### src/rtl/usb_setup_decoder.sv
// Captures 8-byte USB SETUP packets and decodes Bulk-Only MSD class requests (Mass Storage Reset,
// Get Max LUN). It also writes the Get Max LUN response byte, with a bounded wait on FIFO back-pressure.
module usb_setup_decoder #(
    parameter logic [7:0] MSD_LUN_NUM  = 8'd0,
    parameter logic [7:0] MSD_INTF_NUM = 8'd0,
    parameter int         RSP_WAIT_MAX = 16
) (
    input  logic        clk_i,
    input  logic        rst_i,
    input  logic        setup_i,
    input  logic        rxval_i,
    input  logic [7:0]  rxdat_i,
    output logic [7:0]  rsp_tx_dat_o,
    output logic        rsp_tx_ena_o,
    input  logic        rsp_tx_full_i,
    output logic        rsp_tx_err_o,
    output logic        req_val_o,
    output logic [7:0]  req_type_o,
    output logic [7:0]  req_code_o,
    output logic [15:0] req_value_o,
    output logic [15:0] req_index_o,
    output logic [15:0] req_length_o,
    output logic        req_stall_o,
    output logic        msd_rst_req_o,
    output logic        msd_get_max_lun_req_o
);
    localparam int WW = $clog2(RSP_WAIT_MAX) + 1;
    localparam logic [WW-1:0] WAIT_LAST = WW'(RSP_WAIT_MAX - 1);

    localparam logic [1:0] ST_IDLE     = 2'd0;
    localparam logic [1:0] ST_RECV     = 2'd1;
    localparam logic [1:0] ST_DECODE   = 2'd2;
    localparam logic [1:0] ST_RSP_WAIT = 2'd3;

    logic [1:0]    state_q, state_d;
    logic          setup_q;
    logic [3:0]    cnt_q, cnt_d;
    logic [WW-1:0] wait_q, wait_d;
    logic [7:0]    buf_q [0:7];
    logic          byte_we;
    logic [2:0]    byte_idx;
    logic          take;

    logic val_q, val_d, stall_q, stall_d, mrst_q, mrst_d, gml_q, gml_d, ena_q, ena_d, err_q, err_d;

    logic [7:0]  b_type, b_code;
    logic [15:0] b_value, b_index, b_length;
    logic        target, is_mrst, is_gml;

    assign b_type   = buf_q[0];
    assign b_code   = buf_q[1];
    assign b_value  = {buf_q[3], buf_q[2]};
    assign b_index  = {buf_q[5], buf_q[4]};
    assign b_length = {buf_q[7], buf_q[6]};

    assign target  = (b_type[6:5] == 2'b01) && (b_type[4:0] == 5'd1) &&
                     (b_index == {8'h00, MSD_INTF_NUM});
    assign is_mrst = target && (b_type == 8'h21) && (b_code == 8'hFF) &&
                     (b_value == 16'd0) && (b_length == 16'd0);
    assign is_gml  = target && (b_type == 8'hA1) && (b_code == 8'hFE) &&
                     (b_value == 16'd0) && (b_length == 16'd1);

    assign take = setup_i && rxval_i;

    always_comb begin
        state_d  = state_q;
        cnt_d    = cnt_q;
        wait_d   = wait_q;
        byte_we  = 1'b0;
        byte_idx = 3'd0;
        val_d    = 1'b0;
        stall_d  = 1'b0;
        mrst_d   = 1'b0;
        gml_d    = 1'b0;
        ena_d    = 1'b0;
        err_d    = 1'b0;
        case (state_q)
            ST_IDLE: begin
                if (setup_i) begin
                    state_d = ST_RECV;
                    cnt_d   = take ? 4'd1 : 4'd0;
                    byte_we = take;
                end
            end
            ST_RECV: begin
                if (setup_i) begin
                    if (take) begin
                        byte_we  = (cnt_q < 4'd8);
                        byte_idx = cnt_q[2:0];
                        cnt_d    = (cnt_q == 4'd9) ? 4'd9 : cnt_q + 4'd1;
                    end
                end else begin
                    // Only an exact 8-byte packet is decoded; anything else is dropped silently.
                    state_d = (setup_q && cnt_q == 4'd8) ? ST_DECODE : ST_IDLE;
                end
            end
            ST_DECODE: begin
                val_d   = 1'b1;
                mrst_d  = is_mrst;
                gml_d   = is_gml;
                stall_d = target && !is_mrst && !is_gml;
                wait_d  = '0;
                state_d = is_gml ? ST_RSP_WAIT : ST_IDLE;
            end
            default: begin
                // A new SETUP pre-empts the pending response.
                if (setup_i) begin
                    state_d = ST_RECV;
                    cnt_d   = take ? 4'd1 : 4'd0;
                    byte_we = take;
                end else if (!rsp_tx_full_i) begin
                    ena_d   = 1'b1;
                    state_d = ST_IDLE;
                end else if (wait_q == WAIT_LAST) begin
                    err_d   = 1'b1;
                    state_d = ST_IDLE;
                end else begin
                    wait_d = wait_q + 1'b1;
                end
            end
        endcase
    end

    always_ff @(posedge clk_i or posedge rst_i) begin
        if (rst_i) begin
            state_q      <= ST_IDLE;
            setup_q      <= 1'b0;
            cnt_q        <= 4'd0;
            wait_q       <= '0;
            val_q        <= 1'b0;
            stall_q      <= 1'b0;
            mrst_q       <= 1'b0;
            gml_q        <= 1'b0;
            ena_q        <= 1'b0;
            err_q        <= 1'b0;
            req_type_o   <= 8'd0;
            req_code_o   <= 8'd0;
            req_value_o  <= 16'd0;
            req_index_o  <= 16'd0;
            req_length_o <= 16'd0;
            for (int i = 0; i < 8; i++) buf_q[i] <= 8'd0;
        end else begin
            state_q <= state_d;
            setup_q <= setup_i;
            cnt_q   <= cnt_d;
            wait_q  <= wait_d;
            val_q   <= val_d;
            stall_q <= stall_d;
            mrst_q  <= mrst_d;
            gml_q   <= gml_d;
            ena_q   <= ena_d;
            err_q   <= err_d;
            if (byte_we) buf_q[byte_idx] <= rxdat_i;
            if (state_q == ST_DECODE) begin
                req_type_o   <= b_type;
                req_code_o   <= b_code;
                req_value_o  <= b_value;
                req_index_o  <= b_index;
                req_length_o <= b_length;
            end
        end
    end

    assign rsp_tx_dat_o          = MSD_LUN_NUM;
    assign rsp_tx_ena_o          = ena_q;
    assign rsp_tx_err_o          = err_q;
    assign req_val_o             = val_q;
    assign req_stall_o           = stall_q;
    assign msd_rst_req_o         = mrst_q;
    assign msd_get_max_lun_req_o = gml_q;
endmodule

### config.mk
export PLATFORM = sky130hd
export DESIGN_NAME = usb_setup_decoder
export DESIGN_NICKNAME = d
export VERILOG_FILES = /design/src/rtl/usb_setup_decoder.sv
export SDC_FILE = /design/constraint.sdc
export NUM_CORES = 1
export LEC_CHECK = 0
export ABC_CLOCK_PERIOD_IN_PS = 4370
export BUFFER_PORTS_ARGS = -buffer_cell sky130_fd_sc_hd__buf_2
export CAP_MARGIN = 10
export CORE_ASPECT_RATIO = 1.4
export CORE_UTILIZATION = 45
export DETAILED_ROUTE_END_ITERATION = 8
export GPL_ROUTABILITY_DRIVEN = 0
export PLACE_DENSITY = 0.7
export SETUP_SLACK_MARGIN = 0.02
export SLEW_MARGIN = 20
export SYNTH_ARGS = -nofsm -noshare
export SYNTH_HDL_FRONTEND = slang
export SYNTH_SLANG_ARGS = --single-unit
### constraint.sdc
create_clock -name clk_i -period 4.37 [get_ports clk_i]
set_input_delay 0.6555 -clock clk_i [delete_from_list [all_inputs] [get_ports clk_i]]
set_output_delay 0.6555 -clock clk_i [all_outputs]
set_load 0.1 [all_outputs]
# Word level (Yosys, flattened, before mapping)
# Cells that the tools add are included.
# totals
register_bits	146
latch_bits	0
ramBits	0
mem_bits_ro	0
word_cells	115
memories	0
# op_classes
addsub	2
n_mul	0
n_div	0
order_cmp	3
eq_ne	18
shift	0
n_mux	39
bitwise	3
n_reduce_logical	27
# ops
cell	count
bitwise mux 64 bit	1
zero test 16 bit	3
demux 8 bit (select 3 bit)	1
equality test 8 bit, second input constant	3
equality test 16 x 1 -> 1 bit, second input constant	1
2-to-1 mux 4 bit	4
logical AND 1 bit	15
2-to-1 mux 1 bit	15
2-to-1 mux 5 bit	3
2-to-1 mux 2 bit	7
case mux 5 bit (2 select lines)	1
2-to-1 mux 3 bit	3
equality test 4 bit, second input constant	2
equality test 8 x 6 -> 1 bit, second input constant	1
2-to-1 mux 8 bit	1
case mux 4 bit (2 select lines)	1
!= test 2 bit, second input constant	3
case mux 2 bit (3 select lines)	1
AND reduction 3 bit	2
adder 5 x 1 -> 5 bit, second input constant	1
equality test 5 x 1 -> 1 bit, second input constant	1
equality test 5 x 4 -> 1 bit, second input constant	1
!= test 5 x 2 -> 1 bit, second input constant	1
adder 4 x 1 -> 4 bit, second input constant	1
other kinds (15)	19

# Depth between registers and ports, before layout
# Gate-level depths: netlist (run 1).
# depth
ltp_word	11
ltp_mapped	8

# Least setup slack after synthesis (run 1)
# OpenSTA, ideal clock, no wires.
# synth_timing
path_type	input-to-reg
from	in rxval_i
to	reg buf_q (netlist bit b_index[0])
setup_ns	0.125
arrival_ns	2.169
path_slack_ns	2.076
path_stages	7
cell_sequence	buf_4 -> nand4b_4 -> or3b_1 -> buf_6 -> or3_1 -> buf_6 -> mux2_4
# synth_via
elab_chain_cells	10
# synth_lines
element	line	text
start, declared	11	input logic rxval_i,
logical AND 1 bit (*)	63	assign take = setup_i && rxval_i;
2-to-1 mux 3 bit	87	if (take) begin
2-to-1 mux 3 bit	86	if (setup_i) begin
2-to-1 mux 3 bit	77	case (state_q)
NOT 3 -> 4 bit (not written as such)	153	if (byte_we) buf_q[byte_idx] <= rxdat_i;
>= comparator 4 bit (not written as such) or < comparator 4 x 1 -> 1 bit (tied branches)	153	
logical AND 1 bit (not written as such)	153	
2-to-1 mux 8 bit (not written as such)	153	
demux 8 bit (select 3 bit)	153	
bitwise mux 64 bit	153	
end signal, assigned by index	153	
end, declared	39	logic [7:0] buf_q [0:7];
# Every way passes the cells marked *; elsewhere a longest branch is shown, timed or not.
# A chain may end at the register's enable or synchronous reset.

# Worst setup path in the final report (run 1)
# layout_timing
from	reg wait_q[0]
to	reg wait_q[1]
# layout_via
elab_chain_cells	5
# layout_lines
element	line	text
start, declared	38	logic [WW-1:0] wait_q, wait_d;
start signal, assigned	146	wait_q <= wait_d;
adder 5 x 1 -> 5 bit	118	wait_d = wait_q + 1'b1;
2-to-1 mux 5 bit	114	end else if (wait_q == WAIT_LAST) begin
2-to-1 mux 5 bit	111	end else if (!rsp_tx_full_i) begin
2-to-1 mux 5 bit	107	if (setup_i) begin
case mux 5 bit (2 select lines)	77	
# Several ways; a longest one is shown, not always the timed one. The select of a mux whose other input is x is not followed.

==> reports/summary.txt, run 1 <==
vias in the first global route = 4301
crit share post-route = 54.4%
Non-Filler Instances = 812
Max Slew Vio Count = 0
CTS sink count = 146
Initial Util = 46.4%
Hold Path Class = in -> async
antenna-violating nets left = 0
H-tree levels = 4
CTS tree = built
Post-CTS Setup Inserts = 0
share of layout cells above drive strength 1 = 30.1%
CTS resizes = 0
Worst setup SP type = flip-flop
pin count of the biggest net entering global routing = 147
clock tree buffer depth = 2
#FFs+latches synth = 146
synthesized netlist cell count = 542
cell area after layout = 0.00717 mm^2
worst slew pin tran = 0.802 ns
CTS clk-pin slew, worst paths = 0.06 ns
Die Y = 139 um
sequential fraction of the synthesis area = 60.8%
pwr dens = 520 mW/mm^2
count leader, synth = nand2_1
Area growth, synth to finish = 19.4%
Setup Skew = 0.00773 ns
CTS buffer count = 17
P_leak = 0.00391 uW
synthesized area = 0.00601 mm^2
Clock Root Buffer = clkbuf_16
die area = 0.0138 mm^2
syn avg cell area = 11.1 um^2
setup violators final = 0
cell taking the most area after synthesis = dfrtp_1
YS warnings = 0
I/O pin count = 91
Synth top area share = 60.8%
status = complete, no violations
routed via count = 4167
initial antenna violation count = 0
Slew Limit Headroom = 46.0%
first-pass GRT wire length = 21.9 mm
Setup TNS = 0 ns
All-Layer GR Usage = 20.6%
nets@finish = 636
DR iter-0 viols = 215
count of input and output buffers = 82
diode count = 0
utilization after layout = 55.5%
most frequent cells after synthesis = 206 x nand2_1, 146 x dfrtp_1, 57 x mux2_2
Remaining Overflow, GRT = 0
Die X = 99.6 um
RSZ-0062 raised after global routing = false
Final min period = 2.38 ns
hold buffers post-CTS = 0
Max IR drop VDD = 244 uV
Synth async-reset ratio = 100%
fmax = 0.420 GHz
WL per Instance = 16.1 um
Vias/cell = 5.13
fill count = 1116
Synth area leaders = dfrtp_1 61%, nand2_1 13%, mux2_2 11%
crit path max fanout = 9
drt first pass iters = 4
number of max-cap violations = 0
Row Count = 49
dpl cells = 780
Post-synth top flop = dfrtp_1
Post-synth EDFFs = 0
HPWL after DPL = 8.69 mm
drt total wl = 13.1 mm
DRC = 0
Netlist cell types = 46
critical path class = reg -> reg
dpl cell area = 0.00653 mm^2
Arr. time, crit path = 2.68 ns
Critical Path Sink Type = flip-flop
final hold violation count = 0
core area = 0.0129 mm^2
required time worst endpoint = 4.67 ns
clock latency on the worst-skew pair = 0.42 ns
[power breakdown]
group / leakage (uW) / internal [uW] / switching [uW] / total [uW]
logic: 0.00164 / 217 / 277 / 495
registers: 0.00196 / 1540 / 172 / 1710
clock network: 0.000316 / 989 / 537 / 1530
total: 0.00391 / 2740 / 986 / 3730
[metal layers]
metal  up-vias  global-route usage (%)  part of all wire [%]  wire [um]
met5         -                       0                     0          0
met4         0                    8.20                   1.7        226
met3        14                    4.89                   3.1        410
met2        96                    35.3                    53       6890
met1      2110                    25.0                    42       5560
li1       1947                       -                     -          -
[path summary, 6_finish.rpt]
| path | cells after the start | endpoint | slack, ns | startpoint |
|---|---|---|---|---|
| max in group asynchronous | 3 | b_value[14] | 3.32 | rst_i |
| worst max-delay path | 6 | wait_q[1] | 1.99 | wait_q[0] |
| worst max register to register | 6 | wait_q[1] | 1.99 | wait_q[0] |
| worst min register to register | 2 | req_type_o[0] | 0.47 | req_type_o[0] |
| min in group clk_i | 2 | rsp_tx_ena_o | 0.43 | rsp_tx_full_i |
| worst min-delay path | 3 | req_index_o[2] | 0.41 | rst_i |
[kinds of logic after synthesis]
kind of cell             Yosys count  share of synthesized area, %
AO/OA/AOI/OAI                     22                          2.46
XOR/XNOR                           2                         0.292
adder cells (fa/ha/maj)            2                         0.417
buffers and inverters             37                          3.25
flip-flops                       146                          60.8
multiplexers                      65                          12.7
other                              1                        0.0624
AND/OR/NAND/NOR                  267                          20.0
[area by class of cell]
class / instances / area, um^2 / area share (%)
Sequential cell: 146 / 3650 / 50.9
Multi-Input combinational cell: 366 / 2190 / 30.6
Clock buffer: 24 / 512 / 7.13
Timing Repair Buffer: 86 / 453 / 6.31
Tap cell: 178 / 223 / 3.10
Clock inverter: 8 / 123 / 1.71
Inverter: 4 / 18.8 / 0.262
[placed cells by master (no fill, tap or decap), types with 3 or more instances in the layout]
| master | count |
|---|---|
| nor2_1 | 9 |
| clkbuf_8 | 6 |
| clkinv_2 | 3 |
| conb_1 | 8 |
| mux2_2 | 57 |
| bufinv_16 | 3 |
| o21ai_0 | 6 |
| dfrtp_1 | 146 |
| buf_4 | 3 |
| or4_1 | 4 |
| mux2_4 | 8 |
| nand4_1 | 5 |
| buf_2 | 82 |
| a21oi_1 | 3 |
| nand3b_1 | 4 |
| nor3_1 | 4 |
| nor4_1 | 9 |
| a21o_1 | 3 |
| nor4b_1 | 3 |
| nand3_1 | 3 |
| nand2_1 | 206 |
| clkbuf_16 | 17 |
[metrics by stage]
stage	hold slack [ns]	total power, uW	setup WS [ns]
floorplan	0.447	2090	1.88
global placement	0.458	2200	1.78
detailed placement	0.458	2230	1.72
CTS	0.408	3760	1.74
global route	0.436	3880	1.83
finish	0.415	3730	1.99
[critical path: stages, from the launching register on]
cell and delay [ns]:
dfrtp_1 0.41, ha_1 0.22, and3_1 0.14, ha_1 0.21
nor4bb_2 0.71, mux2_2 0.41, a22o_1 0.17
[state kept, by name, indices dropped and copies added, names as in the netlist]
register / cells
b_code: 8
b_index: 16
b_length: 16
b_type: 8
b_value: 16
cnt_q: 4
msd_get_max_lun_req_o: 1
msd_rst_req_o: 1
req_code_o: 8
req_index_o: 16
req_length_o: 16
req_stall_o: 1
req_type_o: 8
req_val_o: 1
req_value_o: 16
rsp_tx_ena_o: 1
rsp_tx_err_o: 1
setup_q: 1
state_q: 2
wait_q: 5
No activity file was read; power rests on OpenSTA's default activity.
==> run 2: changes to the inputs <==
--- a/config.mk
+++ b/config.mk
@@ -5,7 +5,7 @@
 export SDC_FILE = /design/constraint.sdc
 export NUM_CORES = 1
 export LEC_CHECK = 0
-export ABC_CLOCK_PERIOD_IN_PS = 4370
+export ABC_CLOCK_PERIOD_IN_PS = 2100
 export BUFFER_PORTS_ARGS = -buffer_cell sky130_fd_sc_hd__buf_2
 export CAP_MARGIN = 10
 export CORE_ASPECT_RATIO = 1.4
==> constraint.sdc (replaced) <==
create_clock -name clk_i -period 2.1 [get_ports clk_i]
set_input_delay 0.315 -clock clk_i [delete_from_list [all_inputs] [get_ports clk_i]]
set_output_delay 0.315 -clock clk_i [all_outputs]
set_load 0.1 [all_outputs]
==> run 2 against run 1 <==
Compared with the run above:
- worst hold slack got worse by 0.34 ns
- via count up 2.0%
- critical path type unchanged
- final area rose by 2.8%
- global-route usage grew 1.2 points
==> reports/summary.txt, run 2 (synthesis gave the netlist of run 1 again) <==
Critical Path Sink Type = flip-flop
Power, Total = 7940 uW (+110%)
Die X = 99.6 um (unchanged)
Hold EP = rsp_tx_ena_o
Slew Limit Headroom = 63.1% (+17 points)
I/O pin count = 91 (unchanged)
Hold Path Class = in -> reg
Reg2Reg Launch Point = state_q[1]
Crit Reg-Reg Endpoint = b_length[6]
commonest non-fill, non-tap cell in the layout = nand2_1
antenna-violating nets left = 0 (unchanged)
RSZ-0062 raised after global routing = true
setup violators final = 0 (unchanged)
Area growth, synth to finish = 22.8%
Max IR drop VDD = 576 uV (+140%)
pin count of the biggest net entering global routing = 52 (-65%)
first-pass GRT wire length = 23.2 mm (+5.9%)
CTS tree = built
final hold violation count = 0 (unchanged)
switching power = 2130 uW (+120%)
R2R setup slack = 0.09 ns (-1.90 ns)
fill count = 1098 (-1.6%)
Max Slew Vio Count = 0 (unchanged)
clock tree buffer depth = 2 (unchanged)
Remaining Overflow, GRT = 0 (unchanged)
CTS buffer count = 17 (unchanged)
switching part of the total = 26.8% (+0.34 points)
WL per Instance = 16.5 um (+2.2%)
worst slew pin tran = 0.548 ns (-0.254 ns)
All-Layer GR Usage = 21.8% (+1.2 points)
share of layout cells above drive strength 1 = 32.0% (+1.8 points)
Logic pwr share = 13.9% (+0.6 points)
crit share post-route = 95.6% (+41 points)
HPWL after DPL = 9.30 mm (+7.1%)
H-tree levels = 4 (unchanged)
Row Count = 49 (unchanged)
vias in the first global route = 4585 (+6.6%)
core area = 0.0129 mm^2 (unchanged)
required time worst endpoint = 2.40 ns (-2.27 ns)
P_leak = 0.00400 uW (+2.2%)
Final min period = 2.01 ns (-0.370 ns)
Initial Util = 46.4% (unchanged)
drt total wl = 13.7 mm (+4.4%)
pwr dens = 1080 mW/mm^2 (+110%)
die area = 0.0138 mm^2 (unchanged)
Vias/cell = 5.13 (about the same)
Setup Skew = 0.00610 ns (-0.00163 ns)
clock latency on the worst-skew pair = 0.42 ns (about the same)
drt first pass iters = 4 (unchanged)
internal power = 5820 uW (+110%)
most frequent cells in the layout = 206 x nand2_1, 146 x dfrtp_1, 82 x buf_2
initial antenna violation count = 0 (unchanged)
fmax = 0.498 GHz (+18%)
nets@finish = 653 (+2.7%)
count of input and output buffers = 82 (unchanged)
DR iter-0 viols = 292 (+36%)
Setup TNS = 0 ns (unchanged)
DRC = 0 (unchanged)
diode count = 0 (unchanged)
CTS sink count = 146 (unchanged)
critical path class = reg -> reg
Worst Hold Launch = rsp_tx_full_i
clock share of power = 41.5% (+0.6 points)
Reg power frac = 44.6% (-1.3 points)
dpl cells = 795 (+1.9%)
Die Y = 139 um (unchanged)
routed via count = 4251 (+2.0%)
Setup crit start = state_q[1]
Worst setup SP type = flip-flop
crit path max fanout = 8 (-1)
Arr. time, crit path = 2.30 ns (-0.38 ns)
Non-Filler Instances = 829 (+2.1%)
worst reg2reg path depth = 6 (unchanged)
status = complete, no violations
Clock Root Buffer = clkbuf_16
CTS clk-pin slew, worst paths = 0.06 ns (about the same)
number of max-cap violations = 0 (unchanged)
Cells on Worst Hold Path = 2
[run 2: changes by cell type in the layout (fill, tap and decap cells not counted), moves of 2 or more]
| cell | previous run | this run |
|---|---|---|
| buf_12 | 1 | 4 |
| buf_4 | 3 | 16 |
| bufinv_16 | 3 | 5 |
| clkbuf_8 | 6 | 1 |
| clkinvlp_4 | 1 | 5 |
[run 2: critical path, cell delays in order (launching register included)]
cell	delay [ns]
dfrtp_1	0.38
nand4b_4	0.19
or3b_1	0.42
buf_4	0.19
nor3b_4	0.23
buf_12	0.15
mux2_2	0.33
[run 2: worst max path at each step]
stage | endpoint | depth (start not counted) | slack, ns
after global routing | b_length[2] | 6 | 0.01
after detailed placement | b_index[10] | 6 | 0.03
after CTS | b_index[10] | 5 | 0.04
after global placement | b_index[9] | 6 | 0.08
final | b_length[6] | 6 | 0.09
after floorplan | b_code[0] | 1 | -0.05
[run 2: routing by layer]
metal	track usage [%]	vias to the layer above	share of wire, %
li1	-	1974	-
met1	26.2	2118	41
met2	37.4	133	52
met3	5.39	26	4.2
met4	8.90	0	2.5
met5	0	-	0
[run 2: power by group through the flow]
stage          Clock [uW]  Combinational (uW)  Sequential (uW)
2_1_floorplan           0                 710             3640
3_3_place_gp            0                1050             3550
3_5_place_dp            0                1090             3580
4_1_cts              3330                1110             3530
5_1_grt              3460                1190             3600
6_report             3300                1110             3540
[run 2: area by class of cell]
class	count	area [um^2]	share of cell area, %
Inverter	4	18.8	0.254
Timing Repair Buffer	103	621	8.41
Multi-Input combinational cell	366	2210	30.0
Clock buffer	19	443	6.00
Tap cell	178	223	3.02
Sequential cell	146	3650	49.5
Clock inverter	13	208	2.82
[run 2: what timing repair did]
| action | 4_1_cts | 5_1_grt |
|---|---|---|
| setup buffers | 0 | 1 |
| endpoints found under the setup margin | 0 | 28 |
| resized for setup | 0 | 4 |
| hold buffers | 1 | 0 |
| endpoints found under the hold margin | 20 | 0 |
[run 2: metrics by stage]
| stage | hold WS [ns] | instance area (um^2) | utilization [%] | setup WS (ns) |
|---|---|---|---|---|
| after floorplan | 0.346 | 6040 | - | -0.0480 |
| after global placement | 0.385 | 6670 | 51.6 | 0.0782 |
| after detailed placement | 0.392 | 6670 | 51.6 | 0.0275 |
| after CTS | 0.0616 | 7330 | 56.7 | 0.0411 |
| after global routing | 0.0809 | 7380 | 57.0 | 0.0136 |
| final | 0.0778 | 7380 | 57.0 | 0.0918 |
==> run 3: changes to the inputs <==
--- a/config.mk
+++ b/config.mk
@@ -5,14 +5,14 @@
 export SDC_FILE = /design/constraint.sdc
 export NUM_CORES = 1
 export LEC_CHECK = 0
-export ABC_CLOCK_PERIOD_IN_PS = 2100
+export ABC_CLOCK_PERIOD_IN_PS = 1710
 export BUFFER_PORTS_ARGS = -buffer_cell sky130_fd_sc_hd__buf_2
 export CAP_MARGIN = 10
 export CORE_ASPECT_RATIO = 1.4
-export CORE_UTILIZATION = 45
+export CORE_UTILIZATION = 42
 export DETAILED_ROUTE_END_ITERATION = 8
 export GPL_ROUTABILITY_DRIVEN = 0
-export PLACE_DENSITY = 0.7
+export PLACE_DENSITY = 0.66
 export SETUP_SLACK_MARGIN = 0.02
 export SLEW_MARGIN = 20
 export SYNTH_ARGS = -nofsm -noshare
==> constraint.sdc (replaced) <==
create_clock -name clk_i -period 1.71 [get_ports clk_i]
set_input_delay 0.2565 -clock clk_i [delete_from_list [all_inputs] [get_ports clk_i]]
set_output_delay 0.2565 -clock clk_i [all_outputs]
set_load 0.1 [all_outputs]
==> run 3 against run 2 <==
Compared with the run above:
- the flow now finishes with violations (negative setup slack)
- flip-flop and latch count did not move
- worst hold slack got worse by 0.061 ns
- die area is 7.0% higher
- utilization grew 0.20 points
- critical path depth unchanged
- first-iteration DRC count shrank 15%
- clock power is 12% higher
- power increased by 21%
- largest cell class unchanged
- highest routed layer unchanged
==> reports/summary.txt, run 3 (synthesis gave the netlist of run 1 again) <==
antenna-violating nets left = 0 (unchanged)
Row Count = 51 (+4.1%)
clock latency on the worst-skew pair = 0.42 ns (about the same)
CTS tree = built
All-Layer GR Usage = 20.4% (-1.4 points)
I/O pin count = 91 (unchanged)
Vias/cell = 5.10 (-0.53%)
Die Y = 144 um (+3.5%)
WL per Instance = 17.0 um (+3.0%)
P_leak = 0.00426 uW (+6.6%)
count of input and output buffers = 82 (unchanged)
Initial Util = 43.2% (-3.3 points)
core area = 0.0139 mm^2 (+7.5%)
number of max-cap violations = 0 (unchanged)
H-tree levels = 4 (unchanged)
worst slew pin tran = 0.511 ns (-0.0374 ns)
CTS sink count = 146 (unchanged)
Max IR drop VDD = 525 uV (-8.8%)
HPWL after DPL = 9.28 mm (-0.25%)
setup violators final = 49 (+49)
most frequent cells in the layout = 204 x nand2_1, 146 x dfrtp_1, 82 x buf_2
first-pass GRT wire length = 22.4 mm (-3.5%)
fmax = 0.521 GHz (+4.6%)
pwr dens = 1210 mW/mm^2 (+13%)
initial antenna violation count = 0 (unchanged)
CTS clk-pin slew, worst paths = 0.06 ns (about the same)
crit path max fanout = 8 (unchanged)
crit share post-route = 112% (+17 points)
switching power = 2670 uW (+26%)
met2 WL = 7.59 mm (+5.9%)
DRC = 0 (unchanged)
final hold violation count = 0 (unchanged)
critical path class = reg -> reg
met1 wire length = 6.25 mm (+12%)
WL met3 = 616 um (+6.4%)
dpl cell area = 0.00697 mm^2 (+4.5%)
share of layout cells above drive strength 1 = 37.4% (+5.4 points)
Reg power frac = 45.2% (+0.6 points)
Slew Limit Headroom = 65.9% (+2.8 points)
Die X = 103 um (+3.4%)
Final min period = 1.92 ns (-0.0885 ns)
clock share of power = 38.2% (-3.3 points)
Setup Skew = 0.00763 ns (+0.00153 ns)
Area growth, synth to finish = 32.5%
Remaining Overflow, GRT = 0 (unchanged)
nets@finish = 683 (+4.6%)
Clock Root Buffer = clkbuf_16
Worst setup SP type = flip-flop
commonest non-fill, non-tap cell in the layout = nand2_1
fill count = 1166 (+6.2%)
required time worst endpoint = 2.00 ns (-0.40 ns)
die area = 0.0148 mm^2 (+7.0%)
cell area after layout = 0.00796 mm^2 (+7.9%)
Max Slew Vio Count = 0 (unchanged)
Arr. time, crit path = 2.21 ns (-0.09 ns)
drt first pass iters = 5 (+1)
switching part of the total = 27.7% (+0.90 points)
diode count = 0 (unchanged)
multi-input logic area = 0.00244 mm^2 (+10%)
Critical Path Sink Type = flip-flop
CTS buffer count = 17 (unchanged)
clock tree buffer depth = 2 (unchanged)
Hold Path Class = in -> reg
drt total wl = 14.7 mm (+7.5%)
internal power = 6980 uW (+20%)
Crit-path slowest cell = or3b_4
cells along the critical path = nand4b_4, or3b_4, buf_6, nor3b_4, buf_12, mux2_4
routed via count = 4412 (+3.8%)
pin count of the biggest net entering global routing = 96 (+85%)
RSZ-0062 raised after global routing = true
status = finished, violations left
Logic pwr share = 16.7% (+2.8 points)
DR iter-0 viols = 249 (-15%)
vias in the first global route = 4289 (-6.5%)
failing checks = negative setup slack
Top Layer Used = met4
Worst Slack Setup Final = -0.210 ns (-0.302 ns)
CP max stage delay = 0.42 ns (about the same)
utilization after layout = 57.2% (+0.20 points)
Reg area = 0.00365 mm^2 (unchanged)
[run 3: cell count changes in the layout (fill, tap and decap cells not counted), sizes merged]
cell | previous run | this run
buf | 102 | 129
bufinv | 5 | 3
clkinv | 4 | 6
clkbuf | 19 | 24
clkinvlp | 5 | 2
[run 3: cell type report]
| cell class | count | area share (%) |
|---|---|---|
| Multi-Input combinational cell | 366 | 30.7 |
| Sequential cell | 146 | 45.9 |
| Clock buffer | 21 | 5.53 |
| Tap cell | 185 | 2.91 |
| Timing Repair Buffer | 133 | 12.9 |
| Clock inverter | 10 | 1.70 |
| Inverter | 4 | 0.393 |
[run 3: power by group through the flow]
stage               Sequential, uW  Clock [uW]  Combinational [uW]
global route                  4410        3890                1710
CTS                           4330        3720                1560
global placement              4360           0                1420
floorplan                     4470           0                 941
finish                        4360        3680                1610
detailed placement            4380           0                1480
[run 3: repair_timing]
item	in CTS	in global routing
hold endpoints to repair	51	0
endpoints found under the setup margin	95	122
hold buffers	1	0
pin swaps	12	8
setup buffers	6	8
gates resized for setup	24	39
cloned	0	3
[run 3: metrics by stage]
step | setup WS, ns | std cells | power (uW) | hold slack (ns) | TNS, ns
floorplan | -0.380 | 549 | 5410 | 0.288 | -64.38
global placement | -0.199 | 820 | 5790 | 0.372 | -5.31
detailed placement | -0.230 | 820 | 5860 | 0.381 | -6.55
CTS | -0.231 | 857 | 9620 | 0.00883 | -7.00
global route | -0.267 | 865 | 10000 | 0.0152 | -9.33
finish | -0.210 | 865 | 9650 | 0.0172 | -6.74
[run 3: final timing paths]
check                            endpoint  depth (start not counted)  slack [ns]            from
max in group asynchronous      b_value[8]                          4        0.75           rst_i
hold / removal               rsp_tx_ena_o                          2        0.02   rsp_tx_full_i
hold reg to reg            req_index_o[1]                          2        0.47  req_index_o[1]
setup / recovery              b_length[2]                          6       -0.21      state_q[1]
min in group asynchronous       req_val_o                          4        0.48           rst_i
setup reg to reg              b_length[2]                          6       -0.21      state_q[1]
[run 3: layer usage]
metal  GRT usage, %  up-vias
met5              0        -
met4           6.23        0
met3           4.82       21
met2           34.0      129
met1           26.3     2228
li1               -     2034
[run 3: worst max-delay path, delay by kind of cell, from the launching register on]
family,cells,cell delay [ns]
buffers and inverters,2,0.30
muxes,1,0.31
DFF,1,0.37
and+or+nand+nor,3,0.81
